`config.mk`:
```
export PLATFORM = sky130hd
export DESIGN_NAME = i2c_byte_ctrl
export DESIGN_NICKNAME = d
export VERILOG_FILES = /design/src/rtl/i2c_pkg.sv /design/src/rtl/i2c_qtr_tick.sv /design/src/rtl/i2c_byte_ctrl.sv
export SDC_FILE = /design/constraint.sdc
export NUM_CORES = 1
export LEC_CHECK = 0
export ABC_AREA = 1
export ABC_CLOCK_PERIOD_IN_PS = 4100
export CELL_PAD_IN_SITES_DETAIL_PLACEMENT = 1
export CELL_PAD_IN_SITES_GLOBAL_PLACEMENT = 2
export CORE_ASPECT_RATIO = 1.5
export CORE_MARGIN = 10
export CORE_UTILIZATION = 36
export DETAILED_ROUTE_END_ITERATION = 8
export GPL_TIMING_DRIVEN = 0
export PLACE_DENSITY_LB_ADDON = 0.1
export SLEW_MARGIN = 20
export SYNTH_ARGS = -nofsm -noshare
export SYNTH_HDL_FRONTEND = slang
export SYNTH_SLANG_ARGS = --single-unit
```
`constraint.sdc`:
```
create_clock -name clk -period 4.1 [get_ports clk]
set_input_delay 0.82 -clock clk [delete_from_list [all_inputs] [get_ports clk]]
set_output_delay 0.82 -clock clk [all_outputs]
set_load 0.02 [all_outputs]
```
`src/rtl/i2c_pkg.sv`:
```
// Shared types for the I2C byte controller: opcodes, FSM states, bit counts.
package i2c_pkg;

  typedef enum logic [1:0] {
    OP_START = 2'd0,
    OP_WRITE = 2'd1,
    OP_READ  = 2'd2,
    OP_STOP  = 2'd3
  } op_e;

  typedef enum logic [2:0] {
    ST_IDLE  = 3'd0,
    ST_START = 3'd1,
    ST_WRITE = 3'd2,
    ST_READ  = 3'd3,
    ST_STOP  = 3'd4
  } state_e;

  localparam logic [3:0] BYTE_LAST = 4'd8;
  localparam logic [3:0] COND_LAST = 4'd0;
  localparam logic [1:0] Q_SAMPLE  = 2'd2;
  localparam logic [1:0] Q_LAST    = 2'd3;

  function automatic state_e op_state(input op_e op);
    state_e s;
    s = ST_IDLE;
    unique case (op)
      OP_START: s = ST_START;
      OP_WRITE: s = ST_WRITE;
      OP_READ:  s = ST_READ;
      OP_STOP:  s = ST_STOP;
    endcase
    return s;
  endfunction

  function automatic logic [3:0] last_bit(input state_e s);
    return (s == ST_WRITE || s == ST_READ) ? BYTE_LAST : COND_LAST;
  endfunction

endpackage

```
`src/rtl/i2c_qtr_tick.sv`:
```
// Quarter-bit timebase: counts QTR cycles while enabled, freezes on stall,
// and pulses tick on the last cycle of each quarter.
module i2c_qtr_tick #(
  parameter int QTR = 62
) (
  input  logic clk,
  input  logic rst_n,
  input  logic en,
  input  logic stall,
  output logic tick
);

  localparam int CW = (QTR > 1) ? $clog2(QTR) : 1;
  localparam logic [CW-1:0] LAST = CW'(QTR - 1);

  logic [CW-1:0] cnt_q;

  always_ff @(posedge clk or negedge rst_n) begin
    if (!rst_n) begin
      cnt_q <= '0;
    end else if (!en) begin
      cnt_q <= '0;
    end else if (!stall) begin
      cnt_q <= (cnt_q == LAST) ? '0 : cnt_q + 1'b1;
    end
  end

  assign tick = en && !stall && (cnt_q == LAST);

endmodule

```
`src/rtl/i2c_byte_ctrl.sv`:
```
// Byte-level I2C master: START / WRITE / READ / STOP on open-drain lines.
// Define I2C_CLK_STRETCH_EN to let a slave holding SCL low stall the timebase.
module i2c_byte_ctrl
  import i2c_pkg::*;
#(
  parameter int CLK_FREQ = 100_000_000,
  parameter int I2C_FREQ = 400_000
) (
  input  logic       clk,
  input  logic       rst_n,
  input  logic       cmd_valid,
  output logic       cmd_ready,
  input  logic [1:0] cmd_op,
  input  logic [7:0] cmd_data,
  input  logic       cmd_ack,
  output logic       rsp_valid,
  output logic [7:0] rsp_data,
  output logic       rsp_nack,
  output logic       busy,
  output logic       scl_o,
  output logic       sda_o,
  input  logic       scl_i,
  input  logic       sda_i
);

  localparam int QTR = CLK_FREQ / (4 * I2C_FREQ);

  state_e     state_q, state_d;
  logic [1:0] q_q;
  logic [3:0] bit_q;
  logic [7:0] dat_q;
  logic       ack_q;
  logic [7:0] shf_q;
  logic       nck_q;
  logic       scl_q, sda_q;
  logic       scl_d, sda_d;
  logic       tick, stall, accept, done;
  logic       is_start, is_write, is_read, is_stop;
  logic [3:0] lb;
  logic [2:0] idx;

  assign is_start = (state_q == ST_START);
  assign is_write = (state_q == ST_WRITE);
  assign is_read  = (state_q == ST_READ);
  assign is_stop  = (state_q == ST_STOP);

  assign cmd_ready = (state_q == ST_IDLE);
  assign busy      = !cmd_ready;
  assign accept    = cmd_valid && cmd_ready;
  assign lb        = last_bit(state_q);
  assign done      = tick && (q_q == Q_LAST) && (bit_q == lb);
  assign idx       = 3'(4'd7 - bit_q);

`ifdef I2C_CLK_STRETCH_EN
  assign stall = scl_q && !scl_i;
`else
  logic unused_scl;
  assign unused_scl = scl_i;
  assign stall = 1'b0;
`endif

  i2c_qtr_tick #(
    .QTR (QTR)
  ) u_tick (
    .clk   (clk),
    .rst_n (rst_n),
    .en    (!cmd_ready),
    .stall (stall),
    .tick  (tick)
  );

  always_ff @(posedge clk or negedge rst_n) begin
    if (!rst_n) state_q <= ST_IDLE;
    else        state_q <= state_d;
  end

  always_comb begin
    state_d = state_q;
    if (state_q == ST_IDLE) begin
      if (cmd_valid) state_d = op_state(op_e'(cmd_op));
    end else if (done) begin
      state_d = ST_IDLE;
    end
  end

  // Line levels for the current quarter; IDLE holds the last levels.
  always_comb begin
    scl_d = scl_q;
    sda_d = sda_q;
    unique case (1'b1)
      is_start: begin
        scl_d = (q_q < 2'd2);
        sda_d = (q_q == 2'd0);
      end
      is_stop: begin
        scl_d = (q_q != 2'd0);
        sda_d = (q_q >= 2'd2);
      end
      is_write: begin
        scl_d = (q_q == 2'd1) || (q_q == 2'd2);
        sda_d = (bit_q == BYTE_LAST) ? 1'b1 : dat_q[idx];
      end
      is_read: begin
        scl_d = (q_q == 2'd1) || (q_q == 2'd2);
        sda_d = (bit_q == BYTE_LAST) ? ack_q : 1'b1;
      end
      default: ;
    endcase
  end

  always_ff @(posedge clk or negedge rst_n) begin
    if (!rst_n) begin
      q_q       <= '0;
      bit_q     <= '0;
      dat_q     <= '0;
      ack_q     <= 1'b0;
      shf_q     <= '0;
      nck_q     <= 1'b0;
      scl_q     <= 1'b1;
      sda_q     <= 1'b1;
      rsp_valid <= 1'b0;
      rsp_data  <= '0;
      rsp_nack  <= 1'b0;
    end else begin
      scl_q <= scl_d;
      sda_q <= sda_d;
      if (accept) begin
        dat_q <= cmd_data;
        ack_q <= cmd_ack;
      end
      if (tick) begin
        q_q <= q_q + 2'd1;
        if (q_q == Q_LAST)
          bit_q <= (bit_q == lb) ? 4'd0 : bit_q + 4'd1;
      end
      if (tick && q_q == Q_SAMPLE) begin
        if (is_read && bit_q != BYTE_LAST)
          shf_q <= {shf_q[6:0], sda_i};
        if (is_write && bit_q == BYTE_LAST)
          nck_q <= sda_i;
      end
      rsp_valid <= done && (is_write || is_read);
      if (done && is_write) rsp_nack <= nck_q;
      if (done && is_read)  rsp_data <= shf_q;
    end
  end

  assign scl_o = scl_q;
  assign sda_o = sda_q;

endmodule

```
# [Word level (Yosys, flattened, before mapping)]
# Cells that the tools add are included.
[totals] reg_bits=45 in_bits=16 output_inout_bits=14 wordCells=74
[classes] add_sub_neg=4 order_cmp=3 eq_ne=15 muxes=14 reduce_logical=25
[op_table] op="$mux W6" n=2
[op_table] op="$pmux W3 S4" n=1
[op_table] op="$logic_and A1 B1 Y1" n=10
[op_table] op="$mux W3" n=3
[op_table] op="$eq A2 B2 Y1 const B" n=4
[op_table] op="$mux W4" n=2
[op_table] op="$reduce_and A2 Y1" n=4
[op_table] op="$add A6 B1 Y6 const B" n=1
[op_table] op="$eq A3 B2 Y1 const B" n=2
[op_table] op="$eq A6 B6 Y1 const B" n=1
[op_table] op="$add A4 B1 Y4 const B" n=1
[op_table] op="$eq A2 B1 Y1 const B" n=2
[op_table] op="$eq A4 B4 Y1" n=1
[op_table] op="$eq A4 B4 Y1 const B" n=1
[op_table] op="$logic_not A2 Y1" n=2
[op_table] op="$lt A3 B4 Y1 const B" n=1
[op_table] op="$ne A4 B4 Y1 const B" n=1
[op_table] op="$pmux W1 S4" n=1
[op_table] op="$reduce_bool A2 Y1" n=2
[op_table] op="$reduce_bool A4 Y1" n=1
[op_table] op="$bmux W1 S3" n=1
[op_table] op="$eq A3 B1 Y1 const B" n=1
[op_table] op="$eq A3 B3 Y1 const B" n=1
[op_table] op="$logic_not A3 Y1" n=1
[op_table] op="11 further kinds" n=14

# [Depth between registers and ports, before layout]
# Gate-level depths: netlist (run 1).
[logic_depth] depth_word=7 depth_mapped=10

# [Cells and area by module]
# A second synthesis (run 1) with hierarchy kept.
[unflattened] cells_unflattened=245 area_unflattened_um2=2264.7
[by_module_without_submodules] module="i2c_byte_ctrl" instances=1 cells_each=200 area_each_um2=1908.1 seq_area_each_um2=978.4
[by_module_without_submodules] module="i2c_qtr_tick" instances=1 cells_each=45 area_each_um2=356.6 seq_area_each_um2=150.1

# [Least setup slack after synthesis (run 1)]
# No wires, ideal clock.
[synth_timing] kind="flip-flop to output port" start="reg state_q[0]" end="out cmd_ready" arrival_time_ps=988 t_required_ps=3280 setup_slack_ps=2292 stages_incl_launch_ff=4 n_path_buf=0 cell_sequence="dfrtp_1 > inv_1 > nand3_2 > inv_2"
[synth_via] elab_chain_cells=1
[synth_lines] item="start, declared" line_no="i2c_byte_ctrl.sv:28" rtl="state_e state_q, state_d;"
[synth_lines] item="start signal, assigned" line_no="i2c_byte_ctrl.sv:74" rtl="else state_q <= state_d;"
[synth_lines] item="$logic_not A3 Y1" line_no="i2c_byte_ctrl.sv:47" rtl="assign cmd_ready = (state_q == ST_IDLE);"
[synth_lines] item="end, declared" line_no="i2c_byte_ctrl.sv:12" rtl="output logic cmd_ready,"
# Every way passes these cells.

# [Worst setup path in the final report (run 1)]
# Ends and elaborated chain as after synthesis.

==> out/qor.yml, run 1 <==
fin_crit_sh: 0.662
final.setup.worst_slack_ps: 1380
first_global_vias: 1796
dr.pass1.iters: 2
tritoncts_clock_tree: "built"
die_width_um: 84.4
clkSinkCount: 45
setup.worst_path.start_class: "flop"
timing.critical_path.cells: "inv_1 -> nand3_2 -> inv_2 -> clkdlybuf4s50_1"
most_frequent_standard_cell_in_the_layout_excluding_fill_and_tap_cells: "sky130_fd_sc_hd__nand2_1"
hold_viol_final: 0
first_iter_violations: 35
post_cts_resized: 0
worst_slew_slack_as_a_fraction_of_its_limit: 0.639
initial_antenna_violation_count: 0
timing.final.crit_period_ps: 2720
placement.setup.worst_slack_ps: 1680
place.detailed.instances: 348
cp.required_ps: 3280
ir_drop_uv: 319
post_cts_buffers: 0
fp.coreArea_mm2: 0.00609
hpwlAfterDp_um: 3740
n_antenna_cell: 0
die-area_mm2: 0.00984
outcome: "complete, no violations"
syn2layout_area_growth_pct: 22.5
cell_count_after_synthesis: 245
worstPathMaxFanout: 5
clockBufferDepth: 2
groute.usage.overall: 0.105
skew_ps: 3.32
timing.setup.critical_path_class: "reg -> out"
worst_setup_path_startpoint: "state_q[0]$_DFFE_PN0P_"
avgViaCountPerCell: 4.70
gp_congestion: 0.758
floorplan.initialDensity: 0.368
critPathCaptureType: "output port"
worst_slew_pin_slew_ps: 537
floorplan.rows: 35
yosysTopAreaCell: "sky130_fd_sc_hd__dfrtp_1"
slowest_delay_ps: 630
top_level_ports: 30
cts_htree_levels: 2
synth.distinct_cells: 26
cts.reportedPaths.clkPinSlew_ps: 80
hold_buffer_count_at_cts: 0
critical-path-slowest-cell: "sky130_fd_sc_hd__clkdlybuf4s50_1"
max_cap_violations: 0
yosys-top-cells-area: "sky130_fd_sc_hd__dfrtp_1 (48%), sky130_fd_sc_hd__nand2_1 (11%), sky130_fd_sc_hd__ha_1 (5.6%)"
total_neg_setup_slack_ps: 0
timing_max_transition_violations_final: 0
avgSynthCellArea_um2: 9.14
worstReg2RegStart: "bit_q[0]$_DFFE_PN0N_"
grtUsageMet2: 0.191
port_buffers: 28
wire_length_of_the_first_global_routing_pass_um: 8460
grt_use_met1: 0.113
floorplan.die.height_um: 117
grt-busiest-layer: "met2"
overflow: 0
layout.cells.non_filler: 356
hold-worst-slack_ps: 450
detail_route.drc_violations: 0
pwr_density_cell_mw_per_mm2: 506
timing.critical_path.arrival_ps: 1900
setup_violations: 0
worst_hold_path_type: "in -> async"
register_area_share_after_synthesis: 0.504
power.static_leakage_nw: 1.32
detailroute.via_count: 1673
synth_area_mm2: 0.00224
pin_count_of_the_biggest_net_entering_global_routing: 29
mostFrequentLayoutCells: "sky130_fd_sc_hd__nand2_1 (67), sky130_fd_sc_hd__dfrtp_1 (43), sky130_fd_sc_hd__clkdlybuf4s50_1 (27)"
clock_latency_ps: 300
fmax_ghz: 0.368
layout-drive-gt1-share: 0.163
reg2reg_slack_ps: 2130
yosysWarnings: 0
synth.net_count: 271
drt.antenna.violating_nets: 0
cts-buffers-inserted: 5
routed_wirelength_um: 4790
detailed_route_wire_length_per_cell_um: 13.5
finish.net_count: 307
post-synth-top-area-fraction: 0.480
ctsRootBufferMaster: "sky130_fd_sc_hd__clkbuf_8"
ys_ff_latch: 45
rsz_0062_raised_after_global_routing: "no"
grt_use_met3: 0.0300
fillers: 734
[registers in the layout, summed over array words and instances, names as in the netlist]
name / cells
state_q: 3
rsp_nack: 1
rsp_valid: 1
nck_q: 1
scl_o: 1
ack_q: 1
shf_q: 8
sda_o: 1
q_q: 2
bit_q: 4
u_tick.cnt_q: 6
rsp_data: 8
dat_q: 8
[worst max-delay path: cells and delay by family, from the launching register on]
| kind | cells | cell delay, ps |
|---|---|---|
| DFF | 1 | 430 |
| and+or+nand+nor | 1 | 210 |
| buffers and inverters | 3 | 960 |
[power breakdown]
| part | switching, W | total [W] | internal (W) |
|---|---|---|---|
| Clock | 0.000153 | 0.000351 | 0.000199 |
| Combinational | 0.000295 | 0.000457 | 0.000161 |
| Sequential | 0.0000549 | 0.000580 | 0.000525 |
| Total | 0.000503 | 0.00139 | 0.000885 |
[routing by layer]
layer  vias to the layer above  wire (um)  part of all wire
li1                        848          -                 -
met1                       799       2020              0.42
met2                        20       2500              0.52
met3                         6        196             0.041
met4                         0         80             0.017
met5                         -          0                 0
[stage by stage]
stage	area, um^2	utilization	total power [W]
2_1_floorplan	2240	-	0.000894
3_3_place_gp	2610	0.429	0.00105
3_5_place_dp	2630	0.432	0.00106
4_1_cts	2740	0.451	0.00142
5_1_grt	2740	0.451	0.00150
6_report	2740	0.451	0.00139
[area by class of cell]
class / count / area [um^2] / share of cell area
Buffer: 2 / 22.5 / 0.00821
Tap cell: 74 / 92.6 / 0.0337
Sequential cell: 45 / 1130 / 0.411
Multi-Input combinational cell: 168 / 976 / 0.356
Inverter: 30 / 113 / 0.0410
Clock buffer: 7 / 86.3 / 0.0315
Clock inverter: 1 / 30.0 / 0.0109
Timing Repair Buffer: 29 / 295 / 0.108
[cell families after synthesis]
logic type,count (synthesis),synth area share
simple gates,121,0.272
flops,45,0.504
compound gates,32,0.0888
buf+inv,32,0.0603
fa+ha+maj,10,0.0559
xor+xnor,5,0.0196
[synth_stat cells, drive strengths merged]
| cell | n |
|---|---|
| o21ai | 29 |
| ha | 10 |
| nor2 | 15 |
| nor3 | 6 |
| nor3b | 2 |
| nand3b | 1 |
| buf | 2 |
| nand2 | 77 |
| dfstp | 2 |
| dfrtp | 43 |
| nand3 | 20 |
| a21oi | 2 |
| xnor2 | 1 |
| inv | 30 |
| xor2 | 4 |
| o22ai | 1 |
[path summary, 6_finish.rpt]
kind	to	cells after the start
setup / recovery	cmd_ready	4
hold / removal	state_q[0]$_DFFE_PN0P_	1
setup reg to reg	rsp_data[7]$_DFFE_PN0P_	10
hold reg to reg	dat_q[4]$_DFFE_PN0P_	2
max in group asynchronous	shf_q[1]$_DFFE_PN0P_	2
min in group clk	dat_q[4]$_DFFE_PN0P_	2
Note: power is estimated with default switching activity, not from simulation.
==> inputs of run 2 (changes only) <==
--- a/config.mk
+++ b/config.mk
@@ -6,12 +6,12 @@
 export NUM_CORES = 1
 export LEC_CHECK = 0
 export ABC_AREA = 1
-export ABC_CLOCK_PERIOD_IN_PS = 4100
+export ABC_CLOCK_PERIOD_IN_PS = 2450
 export CELL_PAD_IN_SITES_DETAIL_PLACEMENT = 1
 export CELL_PAD_IN_SITES_GLOBAL_PLACEMENT = 2
 export CORE_ASPECT_RATIO = 1.5
 export CORE_MARGIN = 10
-export CORE_UTILIZATION = 36
+export CORE_UTILIZATION = 30
 export DETAILED_ROUTE_END_ITERATION = 8
 export GPL_TIMING_DRIVEN = 0
 export PLACE_DENSITY_LB_ADDON = 0.1
==> constraint.sdc (replaced) <==
create_clock -name clk -period 2.45 [get_ports clk]
set_input_delay 0.49 -clock clk [delete_from_list [all_inputs] [get_ports clk]]
set_output_delay 0.49 -clock clk [all_outputs]
set_load 0.02 [all_outputs]
==> run 2 against run 1 <==
Effect of this change: total power rose by 69%; die area rose by 16%; register-to-register slack got worse by 1600 ps; flip-flop and latch count did not move; utilization fell by 6.9 points; largest cell class unchanged; sequential share of layout area fell by 0.52 points; critical path depth fell by 1; wire length rose by 4.1%; highest routed layer unchanged; design area rose by 1.3%; global-route usage fell by 0.86 points; clock skew rose by 2.8 ps.
==> out/qor.yml, run 2 (synthesis results as in run 1) <==
syn2layout_area_growth_pct: 24.1
clkSinkCount: 45  # unchanged
slowest_delay_ps: 610  # -20 ps
timing.final.crit_period_ps: 2210
first_iter_violations: 38  # +8.6%
place.detailed.instances: 374  # +7.5%
worst_hold_path_type: "in -> async"
placed_area_mm2: 0.00266  # +1.2%
clockBufferDepth: 2  # unchanged
critPathCapture: "busy"
pin_count_of_the_biggest_net_entering_global_routing: 31  # +6.9%
timing.critical_path.cells: "inv_1 -> nand3_2 -> clkdlybuf4s50_1"
hold_viol_final: 0  # unchanged
reg2reg_slack_ps: 500  # -1630 ps
cp.required_ps: 1960  # -1320 ps
worstReg2RegStart: "bit_q[0]$_DFFE_PN0N_"
largest_registers: "dat_q: 8 flops, rsp_data: 8 flops, shf_q: 8 flops"
rsz_0062_raised_after_global_routing: "no"
hpwlAfterDp_um: 3810  # +1.9%
clock_latency_ps: 310  # about the same
worst_slew_slack_as_a_fraction_of_its_limit: 0.685  # +0.0454
groute.usage.overall: 0.0966  # -0.00863
worst_slew_pin_slew_ps: 470  # -67.7 ps
timing.critical_path.arrival_ps: 1720  # -180 ps
fin_crit_sh: 0.902
timing.setup.critical_path_class: "reg -> out"
detailed_route_wire_length_per_cell_um: 13.1  # -3.0%
cp_delay_by_family_top: "buffers and inverters"
detailroute.via_count: 1677  # +0.24%
fmax_ghz: 0.453
tritoncts_clock_tree: "built"
ir_drop_uv: 321  # +0.69%
setup_violations: 0  # unchanged
first_global_vias: 1866  # +3.9%
final_core_utilization: 0.382  # -0.0688
timing_max_transition_violations_final: 0  # unchanged
die-area_mm2: 0.0114  # +16%
dr.pass1.iters: 2  # unchanged
rr_worst_depth: 10  # unchanged
fp.coreArea_mm2: 0.00727  # +20%
layout-drive-gt1-share: 0.167  # +0.00355
finish.net_count: 307  # unchanged
layout.cells.non_filler: 382  # +7.3%
max_cap_violations: 0  # unchanged
initial_antenna_violation_count: 0  # unchanged
critical-path-slowest-cell: "sky130_fd_sc_hd__clkdlybuf4s50_1"
routed_wirelength_um: 4990  # +4.1%
worstPathMaxFanout: 5  # unchanged
hold-worst-slack_ps: 102  # -348 ps
outcome: "complete, no violations"
pwr_density_cell_mw_per_mm2: 842  # +66%
mostFrequentLayoutCells: "sky130_fd_sc_hd__nand2_1 (67), sky130_fd_sc_hd__dfrtp_1 (43), sky130_fd_sc_hd__clkdlybuf4s50_1 (26)"
worst_setup_path_startpoint: "state_q[0]$_DFFE_PN0P_"
ctsRootBufferMaster: "sky130_fd_sc_hd__clkbuf_8"
worst-path-stages: 3  # -1
most_frequent_standard_cell_in_the_layout_excluding_fill_and_tap_cells: "sky130_fd_sc_hd__nand2_1"
critical_path.reg2reg.endpoint: "rsp_data[7]$_DFFE_PN0P_"
floorplan.initialDensity: 0.308  # -0.0601
detail_route.drc_violations: 0  # unchanged
avgViaCountPerCell: 4.39  # -6.6%
drt.antenna.violating_nets: 0  # unchanged
skew_ps: 6.09  # +2.77 ps
die_width_um: 90.5  # +7.3%
gp_congestion: 0.756  # -0.28%
cts-buffers-inserted: 5  # unchanged
hold_buffer_count_at_cts: 0  # unchanged
overflow: 0  # unchanged
floorplan.rows: 38  # +8.6%
cts.reportedPaths.clkPinSlew_ps: 90  # about the same
top_level_ports: 30  # unchanged
cts_htree_levels: 2  # unchanged
critPathCaptureType: "output port"
wire_length_of_the_first_global_routing_pass_um: 8980  # +6.1%
port_buffers: 28  # unchanged
n_antenna_cell: 0  # unchanged
post-route-cell-area_mm2: 0.00278  # +1.3%
setup.worst_path.start_class: "flop"
floorplan.die.height_um: 126  # +7.9%
worstPathBufferInverterCount: 2  # -1
power.static_leakage_nw: 1.32  # about the same
## run 2: worst min path at each step
stage / start / endpoint
2_1_floorplan: rst_n / ack_q$_DFFE_PN0P_
3_3_place_gp: dat_q[4]$_DFFE_PN0P_ / dat_q[4]$_DFFE_PN0P_
3_5_place_dp: rst_n / state_q[0]$_DFFE_PN0P_
4_1_cts: rst_n / state_q[0]$_DFFE_PN0P_
5_1_grt: rst_n / q_q[1]$_DFFE_PN0N_
6_report: rst_n / state_q[0]$_DFFE_PN0P_
## run 2: cell type report
| cell class | count | area [um^2] |
|---|---|---|
| Fill cell | 863 | 4500 |
| Sequential cell | 45 | 1130 |
| Multi-Input combinational cell | 168 | 976 |
| Timing Repair Buffer | 29 | 294 |
| Tap cell | 100 | 125 |
| Inverter | 30 | 113 |
| Clock buffer | 6 | 82.6 |
| Clock inverter | 2 | 37.5 |
| Buffer | 2 | 22.5 |
## run 2: what timing repair did
action                                 in CTS  in global routing
buffers inserted                            0                  0
setup endpoints to repair                   1                  0
resized for setup                           1                  0
endpoints found under the hold margin       0                  0
## run 2: per-stage QoR
stage / worst slack (ps) / TNS [ps] / total power, W
global route: 154 / 0 / 0.00253
global placement: -531 / -22670 / 0.00177
finish: 240 / 0 / 0.00234
CTS: 192 / 0 / 0.00240
floorplan: 766 / 0 / 0.00150
detailed placement: 364 / 0 / 0.00178
## run 2: metal layers
metal,global-route usage,share of wire,vias to the layer above
li1,-,-,845
met1,0.106,0.43,804
met2,0.166,0.51,22
met3,0.0309,0.043,6
met4,0.0451,0.019,0
met5,0,0,-
## run 2: report_power, final
| part | total (W) | switching (W) | internal (W) |
|---|---|---|---|
| Clock | 0.000611 | 0.000279 | 0.000332 |
| Sequential | 0.000969 | 0.0000914 | 0.000878 |
| Combinational | 0.000759 | 0.000499 | 0.000260 |
==> RTL change 1 (flow settings as in run 1) <==
Change the parameter `I2C_FREQ` from 400_000 to 100_000.
--- a/src/rtl/i2c_byte_ctrl.sv
+++ b/src/rtl/i2c_byte_ctrl.sv
@@ -4,7 +4,7 @@
   import i2c_pkg::*;
 #(
   parameter int CLK_FREQ = 100_000_000,
-  parameter int I2C_FREQ = 400_000
+  parameter int I2C_FREQ = 100_000
 ) (
   input  logic       clk,
   input  logic       rst_n,
Function: no difference found for any inputs over 10 cycles, from zero or initial values and one cycle with rst_n low; that may be too few to reach the edited logic, so the function may still have changed.
==> RTL change 1 against run 1 <==
Worst hold slack got worse by 0.012 ns; core utilization increased by 0.36 points; setup slack improved by 0.20 ns; non-clock buffer count increased by 4; sequential cell count increased by 2; final area increased by 3.0%; power increased by 1.3%; largest cell class unchanged; routed wire length increased by 12%; critical path type unchanged; area after synthesis increased by 4.4%; sequential power increased by 3.6%; critical endpoint unchanged; synthesized cell count increased by 7.8%; largest power group unchanged; first-iteration DRC count decreased by 23%.
==> RTL change 1: results (changes against run 1) <==
relative slew slack 0.6245 (-0.01460); met1 WL 2130 um (+5.7%); fmax 398.2 MHz (+8.2%); worst reg-to-reg setup slack 2.29 ns (+0.16 ns); DR pass1 iterations 4 (+2); hpwl dp 4212 um (+13%); met3 Track Usage GR 0.02818 (-0.001828); multiplexer area fraction after synthesis 0.04336 (+0.04336); worst slack at placement 1.907 ns (+0.2228 ns); compound-gate portion of the synthesized area 0.03105 (-0.05778); Leakage Power 1.361 nW (+3.5%); Multi-In Gates 183 (+8.9%); Reg2Reg Capture Point shf_q[6]; met3 WL 218 um (+11%); syn nets 290 (+7.0%); clock tree cell share of total cell area 0.03543 (-0.006978); clk_buf instances 8 (+1); Switching Share 0.3548 (-0.007634); post-synthesis sequential area ratio 0.5043 (about the same); fraction of area in multi-input gates 0.3561 (+0.0003882); vias in the first global route 2030 (+13%); FF/Latch Area 1179 um2 (+4.4%); met1 usage in global routing 0.1108 (-0.001936); vias after detailed routing 1839 (+9.9%); status finished, final reports clean; most frequent cells after synthesis 74 x nand2_1, 45 x dfrtp_1, 30 x nand3_1
==> RTL change 1: worst max-delay path, stage by stage, from the launching register on <==
cell and delay, ns:
dfrtp_1 0.42, inv_1 0.14, nand3_4 0.13, inv_1 0.09, clkdlybuf4s50_1 0.60
==> RTL change 1: how the worst min path moves through the flow <==
stage                  end         from  depth (start not counted)  slack, ns
2_1_floorplan        nck_q        nck_q                          2       0.44
3_3_place_gp   rsp_data[1]  rsp_data[1]                          2       0.45
3_5_place_dp   rsp_data[1]  rsp_data[1]                          2       0.46
4_1_cts        rsp_data[0]        rst_n                          1       0.45
5_1_grt        rsp_data[0]        rst_n                          1       0.46
6_report       rsp_data[0]        rst_n                          1       0.44
==> RTL change 1: power groups by stage <==
stage	sequential [mW]	combinational, mW	clock, mW
finish	0.601	0.495	0.310
floorplan	0.607	0.342	0
global route	0.614	0.564	0.345
CTS	0.603	0.511	0.323
global placement	0.611	0.500	0
detailed placement	0.613	0.509	0
==> RTL change 2 (flow settings as in run 1) <==
Without the edit above. Encoding of `state_e`: now one-hot (5 bits for 5 states).
--- a/src/rtl/i2c_pkg.sv
+++ b/src/rtl/i2c_pkg.sv
@@ -8,12 +8,12 @@
     OP_STOP  = 2'd3
   } op_e;
 
-  typedef enum logic [2:0] {
-    ST_IDLE  = 3'd0,
-    ST_START = 3'd1,
-    ST_WRITE = 3'd2,
-    ST_READ  = 3'd3,
-    ST_STOP  = 3'd4
+  typedef enum logic [4:0] {
+    ST_IDLE  = 5'b00001,
+    ST_START = 5'b00010,
+    ST_WRITE = 5'b00100,
+    ST_READ  = 5'b01000,
+    ST_STOP  = 5'b10000
   } state_e;
 
   localparam logic [3:0] BYTE_LAST = 4'd8;
Formal check against the unedited RTL: no difference found for any inputs over 10 cycles, from zero or initial values and one cycle with rst_n low; not proved beyond that.
==> RTL change 2 against run 1 <==
Area after synthesis is 3.8% higher; critical path depth is 1 higher; global-route usage is 1.2 points higher; setup slack worse by 0.035 ns; critical path type unchanged; worst hold slack better by 0.027 ns; routed wire length is 18% higher; first-iteration DRC count is 91% higher; sequential cell count is 2 higher; register-to-register slack worse by 0.04 ns; final area is 2.6% higher; highest routed layer unchanged.
Power is not compared: it rests on default switching activity, and its combinational part moved more than twofold at a synthesized area within 25%.
==> RTL change 2: results (changes against run 1) <==
Setup Viol. Count Final 0 (unchanged); fraction of registers with async set/reset 1.000 (unchanged); routability cong. 0.7300 (-3.7%); biggest regs dat_q x8, rsp_data x8, shf_q x8; status finished, final reports clean; Clk pin slew, worst setup/hold paths 0.09 ns; top cells by area, synth dfrtp_1 47%, nand2_1 16%, inv_1 5.7%; worst slack at placement 1.657 ns (-0.02683 ns); Unique masters post-synth 30 (+15%); Hold Path Class input port to asynchronous set/reset pin; hpwl dp 4360 um (+17%); Non-Filler Instances 394 (+11%); global-route wire length before repair 9949 um (+18%); vias after detailed routing 1908 (+14%); Clock Skews 0.004771 ns (+0.001450 ns); Antenna Cells 0 (unchanged); worst path arrival time 1.93 ns (+0.03 ns); worst reg-to-reg setup slack 2.09 ns (-0.04 ns); First DRT Iteration DRCs 67 (+91%); Final Net Count 343 (+12%); Reg2Reg Capture Point shf_q[3]; Global Route Usage Sum 0.1177 (+0.01246); dpl cells 387 (+11%); R2R depth 9 (-1); share of layout cells above drive strength 1 0.08750 (-0.07562); CP Max Fanout 10 (+5); post-synthesis sequential area ratio 0.5075 (+0.003624); Leakage Power between 1 and 1.5 nW; most frequent cells after synthesis 98 x nand2_1, 44 x dfrtp_1, 35 x inv_1; H-tree depth 2 (unchanged); peak supply drop around 0.00018 V; CP peak stage delay 0.60 ns (-0.03 ns); number of port buffers 28 (unchanged); vias in the first global route 2200 (+22%); Syn. warnings 0 (unchanged); Longest Clk Path Bufs 2 (unchanged); initial antenna violation count 0 (unchanged); Routed WL per cell 14.38 um (+6.8%); total clock buffers created by CTS 5 (unchanged); Cells after Synth 284 (+16%); syn nets 307 (+13%); largest net degree at the start of global routing 28 (-3.4%); number of fill cells 780 (+6.3%); RR Startpoint bit_q[0]; worst-margin pin slew 0.5137 ns (-0.02359 ns); DR pass1 iterations 4 (+2)
-- RTL change 2: routing by layer --
| layer | GRT usage | wire [um] | vias up |
|---|---|---|---|
| met5 | 0 | 0 | - |
| li1 | - | - | 955 |
| met4 | 0.04132 | 72 | 0 |
| met3 | 0.03024 | 242 | 5 |
| met2 | 0.2168 | 3057 | 23 |
| met1 | 0.1229 | 2292 | 925 |
-- RTL change 2: per-stage QoR --
| stage | util | hold WS (ns) | power, mW | area [um2] |
|---|---|---|---|---|
| floorplan | - | 0.4436 | 0.4804 | 2325 |
| global placement | 0.4338 | 0.4570 | 0.5051 | 2698 |
| detailed placement | 0.4362 | 0.4629 | 0.5077 | 2713 |
| CTS | 0.4527 | 0.4841 | 0.8458 | 2815 |
| global route | 0.4527 | 0.4952 | 0.8654 | 2815 |
| finish | 0.4527 | 0.4773 | 0.8320 | 2815 |
-- RTL change 2: cell families (layout without fill, tap and decap cells) --
kind of cell               Yosys count  after routing  share of synthesized area
AOI/OAI and AO/OA                   23             23                    0.05436
and+or+nand+nor                    162            162                     0.3122
DFF                                 47             47                     0.5075
xor gates and xnor gates             4              4                    0.01507
adders and majority gates            7              7                    0.03767
buffers and inverters               41             77                    0.07319
-- RTL change 2: worst max-delay path by stage --
stage                           from   endpoint  slack, ns
after global routing      state_q[3]  cmd_ready       1.23
after global placement         rst_n     q_q[1]       0.76
after floorplan           state_q[3]  cmd_ready       2.27
after detailed placement  state_q[3]  cmd_ready       1.66
after CTS                 state_q[3]  cmd_ready       1.31
final                     state_q[3]  cmd_ready       1.35
-- RTL change 2: layout make-up --
| type | count | share of cell area |
|---|---|---|
| multi-input cells | 196 | 0.3462 |
| inverters | 36 | 0.04800 |
| well taps | 74 | 0.03289 |
| flip-flops and latches | 47 | 0.4191 |
| plain buffers | 5 | 0.01244 |
| clock inverters | 1 | 0.01067 |
| clock buffers | 6 | 0.02578 |
| repair buffers | 29 | 0.1049 |
-- RTL change 2: power breakdown --
group | total (mW) | internal (mW) | switching (mW)
sequential | 0.467 | 0.465 | 0.00219
combinational | 0.0306 | 0.0152 | 0.0154
clock | 0.335 | 0.179 | 0.156
total | 0.832 | 0.659 | 0.173
-- RTL change 2: critical path, delay by kind of cell (launching register included) --
kind                   cells  cell delay (ns)
AND/OR/NAND/NOR            2             0.30
flip-flops                 1             0.44
buffers and inverters      3             0.89
